<file path="config.mk">
export PLATFORM = sky130hd
export DESIGN_NAME = vga_bounce_sprite
export DESIGN_NICKNAME = d
export VERILOG_FILES = /design/src/rtl/vga_pkg.sv /design/src/rtl/bounce_axis.sv /design/src/rtl/vga_bounce_sprite.sv
export SDC_FILE = /design/constraint.sdc
export NUM_CORES = 1
export LEC_CHECK = 0
export CAP_MARGIN = 20
export CORE_MARGIN = 2
export CORE_UTILIZATION = 45
export DETAILED_ROUTE_END_ITERATION = 8
export DONT_BUFFER_PORTS = 1
export MAX_ROUTING_LAYER = met4
export PLACE_DENSITY = 0.57
export SLEW_MARGIN = 30
export SYNTH_ARGS = -nofsm -noshare
export SYNTH_HDL_FRONTEND = slang
export SYNTH_SLANG_ARGS = --single-unit
</file>
<file path="constraint.sdc">
create_clock -name vgaclk -period 4.21 [get_ports vgaclk]
set_input_delay 0.6315 -clock vgaclk [delete_from_list [all_inputs] [get_ports vgaclk]]
set_output_delay 0.6315 -clock vgaclk [all_outputs]
set_load 0.005 [all_outputs]
</file>
<file path="src/rtl/vga_pkg.sv">
// Shared VGA geometry constants, RGB332 pixel type and sprite palette.
package vga_pkg;
  localparam int H_ACTIVE = 640;
  localparam int H_TOTAL  = 800;
  localparam int V_ACTIVE = 480;
  localparam int V_TOTAL  = 525;

  typedef struct packed {
    logic [2:0] r;
    logic [2:0] g;
    logic [1:0] b;
  } rgb332_t;

  localparam rgb332_t PALETTE [0:7] = '{
    8'hE0, 8'h1C, 8'h03, 8'hFC, 8'h1F, 8'hE3, 8'hFF, 8'h92
  };
endpackage

</file>
<file path="src/rtl/bounce_axis.sv">
// One motion axis: position walks by STEP per enabled frame and reflects at 0 / LIMIT.
module bounce_axis #(
  parameter int LIMIT = 608,
  parameter int STEP  = 2
) (
  input  logic       clk,
  input  logic       rst,
  input  logic       step_en,
  output logic [9:0] pos,
  output logic       bounce
);
  logic        dir;            // 0 = increasing, 1 = decreasing
  logic        hit;
  logic [10:0] pos_w;
  logic [10:0] lim_w;
  logic [10:0] step_w;

  assign pos_w  = {1'b0, pos};
  assign lim_w  = 11'(LIMIT);
  assign step_w = 11'(STEP);

  // Would the next step reach or cross the wall in the current direction
  always_comb begin
    hit = 1'b0;
    if (dir) hit = (pos_w <= step_w);
    else     hit = (pos_w + step_w >= lim_w);
  end

  assign bounce = step_en & hit;

  // Advance or reflect once per frame update; LIMIT==0 just toggles dir at 0
  always_ff @(posedge clk) begin
    if (!rst) begin
      pos <= '0;
      dir <= 1'b0;
    end else if (step_en) begin
      if (hit) begin
        pos <= dir ? 10'd0 : lim_w[9:0];
        dir <= ~dir;
      end else begin
        pos <= dir ? (pos - step_w[9:0]) : (pos + step_w[9:0]);
      end
    end
  end
endmodule

</file>
<file path="src/rtl/vga_bounce_sprite.sv">
// Bouncing solid sprite pixel source; registered RGB332 out with one-pixel lookahead.
module vga_bounce_sprite
  import vga_pkg::*;
#(
  parameter int          SPRITE_W = 32,
  parameter int          SPRITE_H = 32,
  parameter int          STEP     = 2,
  parameter logic [7:0]  BG_COLOR = 8'h00
) (
  input  logic       vgaclk,
  input  logic       rst,
  input  logic [9:0] hc_in,
  input  logic [9:0] vc_in,
  input  logic       enable,
  output logic [2:0] out_red,
  output logic [2:0] out_green,
  output logic [1:0] out_blue,
  output logic       frame_tick,
  output logic [7:0] bounce_count
);
  localparam int MIN_WH = (SPRITE_W < SPRITE_H) ? SPRITE_W : SPRITE_H;

  if (SPRITE_W > H_ACTIVE || SPRITE_H > V_ACTIVE || STEP == 0 || STEP > MIN_WH) begin : g_bad_param
    $error("vga_bounce_sprite: illegal SPRITE_W/SPRITE_H/STEP combination");
  end

  logic [9:0]  hn, vn;
  logic        cnt_ok, active, in_sprite, frame_evt, step_en;
  logic        bounce_x, bounce_y;
  logic [9:0]  x, y;
  logic [2:0]  pal_idx;
  rgb332_t     pix_q;

  // Successor pixel, so the registered colour lands on the pixel being shown
  always_comb begin
    hn = hc_in + 10'd1;
    vn = vc_in;
    if (hc_in == 10'(H_TOTAL - 1)) begin
      hn = '0;
      vn = (vc_in == 10'(V_TOTAL - 1)) ? 10'd0 : vc_in + 10'd1;
    end
  end

  // Out-of-range counters must never render, even if the successor wraps into range
  assign cnt_ok    = (hc_in < 10'(H_TOTAL)) && (vc_in < 10'(V_TOTAL));
  assign active    = cnt_ok && (hn < 10'(H_ACTIVE)) && (vn < 10'(V_ACTIVE));
  assign in_sprite = ({1'b0, hn} >= {1'b0, x}) && ({1'b0, hn} < {1'b0, x} + 11'(SPRITE_W)) &&
                     ({1'b0, vn} >= {1'b0, y}) && ({1'b0, vn} < {1'b0, y} + 11'(SPRITE_H));

  // Last pixel of last active line: motion is applied entirely inside blanking
  assign frame_evt = (hc_in == 10'(H_TOTAL - 1)) && (vc_in == 10'(V_ACTIVE - 1));
  assign step_en   = frame_evt & enable;

  bounce_axis #(.LIMIT(H_ACTIVE - SPRITE_W), .STEP(STEP)) u_x (
    .clk(vgaclk), .rst(rst), .step_en(step_en), .pos(x), .bounce(bounce_x)
  );

  bounce_axis #(.LIMIT(V_ACTIVE - SPRITE_H), .STEP(STEP)) u_y (
    .clk(vgaclk), .rst(rst), .step_en(step_en), .pos(y), .bounce(bounce_y)
  );

  // Frame pulse plus one palette step / bounce count per frame, even on a corner hit
  always_ff @(posedge vgaclk) begin
    if (!rst) begin
      frame_tick   <= 1'b0;
      pal_idx      <= '0;
      bounce_count <= '0;
    end else begin
      frame_tick <= frame_evt;
      if (bounce_x | bounce_y) begin
        pal_idx      <= pal_idx + 3'd1;
        bounce_count <= bounce_count + 8'd1;
      end
    end
  end

  // Pixel output register: sprite colour, background, or black in blanking
  always_ff @(posedge vgaclk) begin
    if (!rst)                       pix_q <= '0;
    else if (active && in_sprite)   pix_q <= PALETTE[pal_idx];
    else if (active)                pix_q <= BG_COLOR;
    else                            pix_q <= '0;
  end

  assign out_red   = pix_q.r;
  assign out_green = pix_q.g;
  assign out_blue  = pix_q.b;
endmodule

</file>
==> results of run 1 <==
-- Yosys cell counts, drive strengths merged, types with 8 or more instances --
cell    count  area (um^2)
nand3      21        105.1
nand2      41        153.9
buf        11        63.81
or3         8        50.05
a31oi       8        56.30
xnor2      20        175.2
and2       11        68.82
dfxtp      38        760.7
nor3       24        130.1
o21ai      31        155.1
inv        27        101.3
nand4      10        62.56
and3        8        50.05
nor2       34        127.6
clkbuf     14        52.55
a21oi      35        186.4
ha         48        600.6
-- registers in the layout, indices dropped and copies added (netlist names) --
| signal | count |
|---|---|
| u_y.pos | 9 |
| u_y.dir | 1 |
| pal_idx | 3 |
| out_green | 2 |
| u_x.pos | 9 |
| frame_tick | 1 |
| out_blue | 2 |
| u_x.dir | 1 |
| bounce_count | 8 |
| out_red | 2 |
-- report_power, final --
group / total, mW / switching, mW / leakage, nW / internal, mW
Sequential: 0.359 / 0.0000383 / 0.306 / 0.359
Clock: 0.374 / 0.136 / 0.0683 / 0.238
Combinational: 0.0669 / 0.0360 / 0.986 / 0.0308
-- metrics by stage --
| stage | hold WS [ns] | cells | instance area (um^2) |
|---|---|---|---|
| 2_1_floorplan | 0.4716 | 485 | 3702 |
| 3_3_place_gp | 0.4989 | 567 | 3732 |
| 3_5_place_dp | 0.5159 | 567 | 3732 |
| 4_1_cts | 0.4553 | 575 | 3870 |
| 5_1_grt | 0.4512 | 575 | 3870 |
| 6_report | 0.4635 | 575 | 3870 |
-- worst max-delay path, delay by kind of cell --
family	cells	cell delay, ns
simple gates	4	1.35
compound gates	8	1.45
fa+ha+maj	2	0.34
-- logic make-up after synthesis --
group	share of synthesized area, %
xor+xnor	6.387
simple gates	27.48
buf+inv	5.981
mux	0.5407
fa+ha+maj	16.22
flops	20.55
compound gates	22.85
-- layer usage --
layer | vias to the layer above | routed length, um
li1 | 1730 | -
met2 | 47 | 4363
met3 | 12 | 216
met1 | 1600 | 4126
met5 | - | 0
met4 | 0 | 112
-- cell type report --
class / instances / share of cell area, %
clock buffer: 5 / 1.778
clock inverter: 3 / 1.778
inverter: 28 / 2.716
multi-input combinational: 394 / 70.29
sequential: 38 / 19.66
tap: 105 / 3.395
timing repair buffer: 2 / 0.3880
-- final timing paths --
path                            cells after the start  startpoint  slack [ns]    endpoint
worst min-delay path                                1         rst        0.46  u_y.pos[5]
worst max register to register                      9  u_x.pos[1]        1.13  u_x.pos[6]
worst max-delay path                               14    hc_in[0]        0.60  out_red[2]
worst min register to register                      2  u_y.pos[9]        0.54  u_y.pos[9]
==> reports/results.txt, run 1 <==
worst hold-check path type = primary input to flip-flop
area of the mapped netlist = 3702 um^2
number of diodes = 0
width of the chip = 94.71 um
sequential-to-total area share from yosys stat = 20.55%
share of final-layout standard cells stronger than drive strength 1 = 5.319%
effective utilization at floorplan = 45.75%
critical-path cell with the highest stage delay = nand4_1
routed wire length per instance = 15.34 um
fraction of met2 tracks used by global routing = 35.64%
number of post-CTS setup repair buffers = 0
kind of critical path = primary input to flip-flop
per-instance average area after synthesis = 7.634 um^2
clock insertion delay at the later pin of the skew report = 0.28 ns
Largest stage delay, worst path = 0.44 ns
CTS tree = built
utilization after layout = 47.82%
total global routing overflow = 0
met1 Track Usage GR = 26.53%
top-level I/O count = 40
crit-path cells = ha_1, and4_1, nand4_1, nor3_1, a21oi_1, o21ai_0, ha_1, o211ai_1, a21boi_0, o211ai_1, a21boi_0, o31a_1, nand4_1, a2111oi_0
data arrival at the endpoint of the critical path = 3.77 ns
area of the core region = 8093 um^2
clock tree sinks = 38
leak pwr = 1.360 nW
number of core rows = 33
run status = finished clean
wire length of the first global-routing pass = 14.86 mm
share of synthesized registers carrying an async set or reset = 0%
worst-path fanout max = 11
critical path required time = 4.37 ns
critical path endpoint category = flip-flop
overall power of the completed layout = 0.7997 mW
via count = 3389
Power Dens Cells = 206.6 nW/um^2
number of nets in the synthesized netlist = 556
placed wire-length estimate after detailed placement = 6.849 mm
max-slew headroom at the worst pin = 43.44%
residual antenna-violating net count after detailed routing = 0
DR iter-0 viols = 166
most common library cell in the layout ignoring fill and taps = ha_1
number of global-route vias before repair = 3204
Achievable Freq = 277.3 MHz
total of max-cap violations = 0
share of the clock period used by the worst path = 85.66%
full die area = 8969 um^2
weighted congestion at the end of routability-driven global placement = 0.9822
final max-slew violation count = 0
number of enable-type register cells in the synthesized netlist = 0
number of resized instances in the post-cts repair step = 0
number of remaining DRC errors = 0
number of hold buffers added after cts = 0
most frequent cells in the layout = 48 x ha_1, 41 x nand2_1, 38 x dfxtp_1
first-pass iteration count of the detailed router = 5
setup tns final = 0 ns
Cells after Synth = 485
startpoint kind of the worst setup timing path = primary input
Least-Margin Pin Slew = 0.8395 ns
average via count per standard cell = 5.894
fin nets = 540
fill cell instance count of the final layout = 843
layout overhead on the synthesized area = 4.529%
Unique masters post-synth = 63
clock root buffer = clkbuf_8
hold violation total from the final report = 0
met3 usage in global routing = 2.474%
FF/Latch Area = 760.7 um^2
die outline height = 94.71 um
setup repair after global routing missed its margin = false
initial antenna violation count = 0
post-route worst setup slack = 0.6038 ns
number of buffers on the longest clock path = 2
Top FF cell, synth = dfxtp_1
crit path time final = 3.606 ns
area used by multi-input combinational logic = 2720 um^2
CTS H-tree depth = 2
total routing usage reported by global routing = 20.82%
maximum number of pins on one net before global-route repair = 20
clock-pin slew on the worst setup and hold paths = 0.08 ns
Setup-failing EPs final = 0
Setup WS pre-CTS = 0.2977 ns
Max VDD drop = 156.5 uV
routed wire length = 8.819 mm
flops & latches, synth = 38
count of input and output buffers = 0
Synthesis Warnings = 0
Num CTS Buffers = 5
global route hottest layer = met2
Worst Clk Skew = 0.005835 ns
No activity file was read; power rests on OpenSTA's default activity.
==> inputs of run 2 (changes only) <==
--- a/config.mk
+++ b/config.mk
@@ -5,6 +5,7 @@
 export SDC_FILE = /design/constraint.sdc
 export NUM_CORES = 1
 export LEC_CHECK = 0
+export ABC_AREA = 1
 export CAP_MARGIN = 20
 export CORE_MARGIN = 2
 export CORE_UTILIZATION = 45
==> run 2 against run 1 <==
  * Non-clock buffer count shrank 1
  * Sequential cell count is the same
  * Critical path type unchanged
  * Area after synthesis grew 6.3%
  * Final area increased by 6.1%
  * Global-route usage is 0.25 points lower
  * Fmax rose by 20%
  * Worst hold slack worse by 0.014 ns
  * Register-to-register slack better by 0.52 ns
  * Setup slack gained 0.60 ns
  * Combinational power up 32%
==> reports/results.txt, run 2 <==
number of buffers on the longest clock path = 2
top cell type's share of synthesized area = 19.34%
Num CTS Buffers = 5
portion of total power attributed to sequential cells = 43.5%
clock insertion delay at the later pin of the skew report = 0.29 ns
filler-free cell count of the finished design = 738
number of nets in the synthesized netlist = 710
critical path endpoint category = flip-flop
via count = 3820
utilization after layout = 47.80%
area of the mapped netlist = 3934 um^2
share of synthesized registers carrying an async set or reset = 0%
number of remaining DRC errors = 0
Least-Margin Pin Slew = 0.6158 ns
max-slew headroom at the worst pin = 58.82%
number of diodes = 0
Achievable Freq = 333.1 MHz
number of hold buffers added after cts = 0
startpoint kind of the worst setup timing path = primary input
Setup WS pre-CTS = 0.9057 ns
overall power of the completed layout = 0.8249 mW
post-route worst setup slack = 1.208 ns
weighted congestion at the end of routability-driven global placement = 0.9091
proportion of power drawn by the clock network = 45.8%
Synthesis Warnings = 0
placed wire-length estimate after detailed placement = 7.356 mm
total instance count after detailed placement = 730
number of post-CTS setup repair buffers = 0
total of max-cap violations = 0
count of input and output buffers = 0
fill cell instance count of the final layout = 928
fin nets = 700
CTS tree = built
DR iter-0 viols = 134
data arrival at the endpoint of the critical path = 3.23 ns
Power Dens Cells = 200.8 nW/um^2
most frequent cells in the layout = 146 x nand2_1, 96 x nor2_1, 74 x inv_1
number of enable-type register cells in the synthesized netlist = 0
Max VDD drop = 169.3 uV
share of final-layout standard cells stronger than drive strength 1 = 2.857%
most common library cell in the layout ignoring fill and taps = nand2_1
share of the clock period used by the worst path = 71.30%
area of all placed cells without fillers = 4108 um^2
routed wire length = 9.309 mm
initial antenna violation count = 0
setup tns final = 0 ns
die outline height = 97.50 um
run status = finished clean
kind of critical path = primary input to flip-flop
clock-pin slew on the worst setup and hold paths = 0.08 ns
FF/Latch Area = 760.7 um^2
total routing usage reported by global routing = 20.57%
average via count per standard cell = 5.176
number of core rows = 34
post-synthesis cell type with the largest combined area = dfxtp_1
width of the chip = 97.50 um
residual antenna-violating net count after detailed routing = 0
full die area = 9505 um^2
Unique masters post-synth = 32
worst hold-check path type = primary input to flip-flop
routed wire length per instance = 12.61 um
area of the core region = 8593 um^2
effective utilization at floorplan = 45.78%
leak pwr = 1.995 nW
Worst Clk Skew = 0.006598 ns
Setup-failing EPs final = 0
final max-slew violation count = 0
CTS H-tree depth = 2
Power Internal = 0.6314 mW
sequential-to-total area share from yosys stat = 19.34%
top-level I/O count = 40
worst hold margin = 0.4497 ns
number of resized instances in the post-cts repair step = 0
wire length of the first global-routing pass = 16.15 mm
setup repair after global routing missed its margin = false
maximum number of pins on one net before global-route repair = 25
largest registers in the final layout = u_x.pos x9, u_y.pos x9, bounce_count x8
top cells by area in the synthesized netlist = dfxtp_1 19%, ha_1 15%, nand2_1 14%
number of global-route vias before repair = 3467
net switching fraction of the power = 23.46%
hold violation total from the final report = 0
total global routing overflow = 0
per-instance average area after synthesis = 6.156 um^2
Comb power frac = 10.7%
clock tree sinks = 38
Cells after Synth = 639
worst-path fanout max = 15
Top FF cell, synth = dfxtp_1
area used by multi-input combinational logic = 2778 um^2
Placement Cell Area = 3970 um^2
critical path required time = 4.43 ns
switching pwr = 0.1935 mW
layout overhead on the synthesized area = 4.421%
crit path time final = 3.002 ns
most instantiated library cell after synthesis = nand2_1
commonest cells in the synthesized netlist = 146 x nand2_1, 96 x nor2_1, 74 x inv_1, 62 x nand3_1, 49 x a21oi_1
clock root buffer = clkbuf_8
flops & latches, synth = 38
first-pass iteration count of the detailed router = 5
-- run 2: cell count changes after synthesis, sizes merged, moves of 14 or more --
cell / before / now
a21oi: 35 / 49
xor2: 7 / 23
nand2: 41 / 146
nor2: 34 / 97
nand3: 21 / 65
xnor2: 20 / 3
inv: 27 / 75
-- run 2: power groups by stage --
stage	Sequential [mW]	Combinational (mW)	Clock [mW]
detailed placement	0.368	0.0879	0
finish	0.359	0.0883	0.378
global route	0.359	0.105	0.405
CTS	0.359	0.0887	0.388
global placement	0.368	0.0879	0
floorplan	0.368	0.0725	0
-- run 2: cell families after synthesis --
family	Yosys count	synth area share [%]
XOR/XNOR	26	5.789
flip-flops	38	19.34
AND/OR/NAND/NOR	344	37.75
buffers and inverters	95	10.05
AO/OA/AOI/OAI	88	11.80
adder cells (fa/ha/maj)	48	15.27
-- run 2: path summary, 6_finish.rpt --
path / startpoint / end / slack [ns] / depth (start not counted)
worst max register to register: u_x.pos[5] / out_red[2] / 1.65 / 15
worst max-delay path: hc_in[0] / out_red[2] / 1.21 / 17
worst min register to register: u_y.pos[9] / u_y.pos[9] / 0.51 / 2
worst min-delay path: rst / bounce_count[0] / 0.45 / 2
-- run 2: critical path: stages --
cell and delay [ns]:
ha_1 0.20, nand4_2 0.16, nor2_4 0.33, nand3_1 0.20, nand3_1 0.16, inv_1 0.08
ha_1 0.29, nand2_1 0.07, nor2_1 0.14, nand4_1 0.09, nor2_1 0.09, nor2_1 0.05
nor2_1 0.07, nand2_1 0.05, nor2_1 0.11, nand4_1 0.32, nor2_1 0.18
-- run 2: cell type report --
| cell class | count | area share (%) |
|---|---|---|
| multi-input cells | 506 | 67.62 |
| repair buffers | 1 | 0.1828 |
| clock inverters | 3 | 1.675 |
| flip-flops and latches | 38 | 18.52 |
| inverters | 77 | 7.036 |
| well taps | 108 | 3.290 |
| clock buffers | 5 | 1.675 |
-- run 2: per-layer routing --
metal | wire length [um] | up-vias | track usage, %
met5 | 0 | - | -
met4 | 62 | 0 | 3.526
met3 | 271 | 6 | 2.446
met2 | 4188 | 48 | 32.94
met1 | 4786 | 1693 | 28.41
li1 | - | 2073 | -
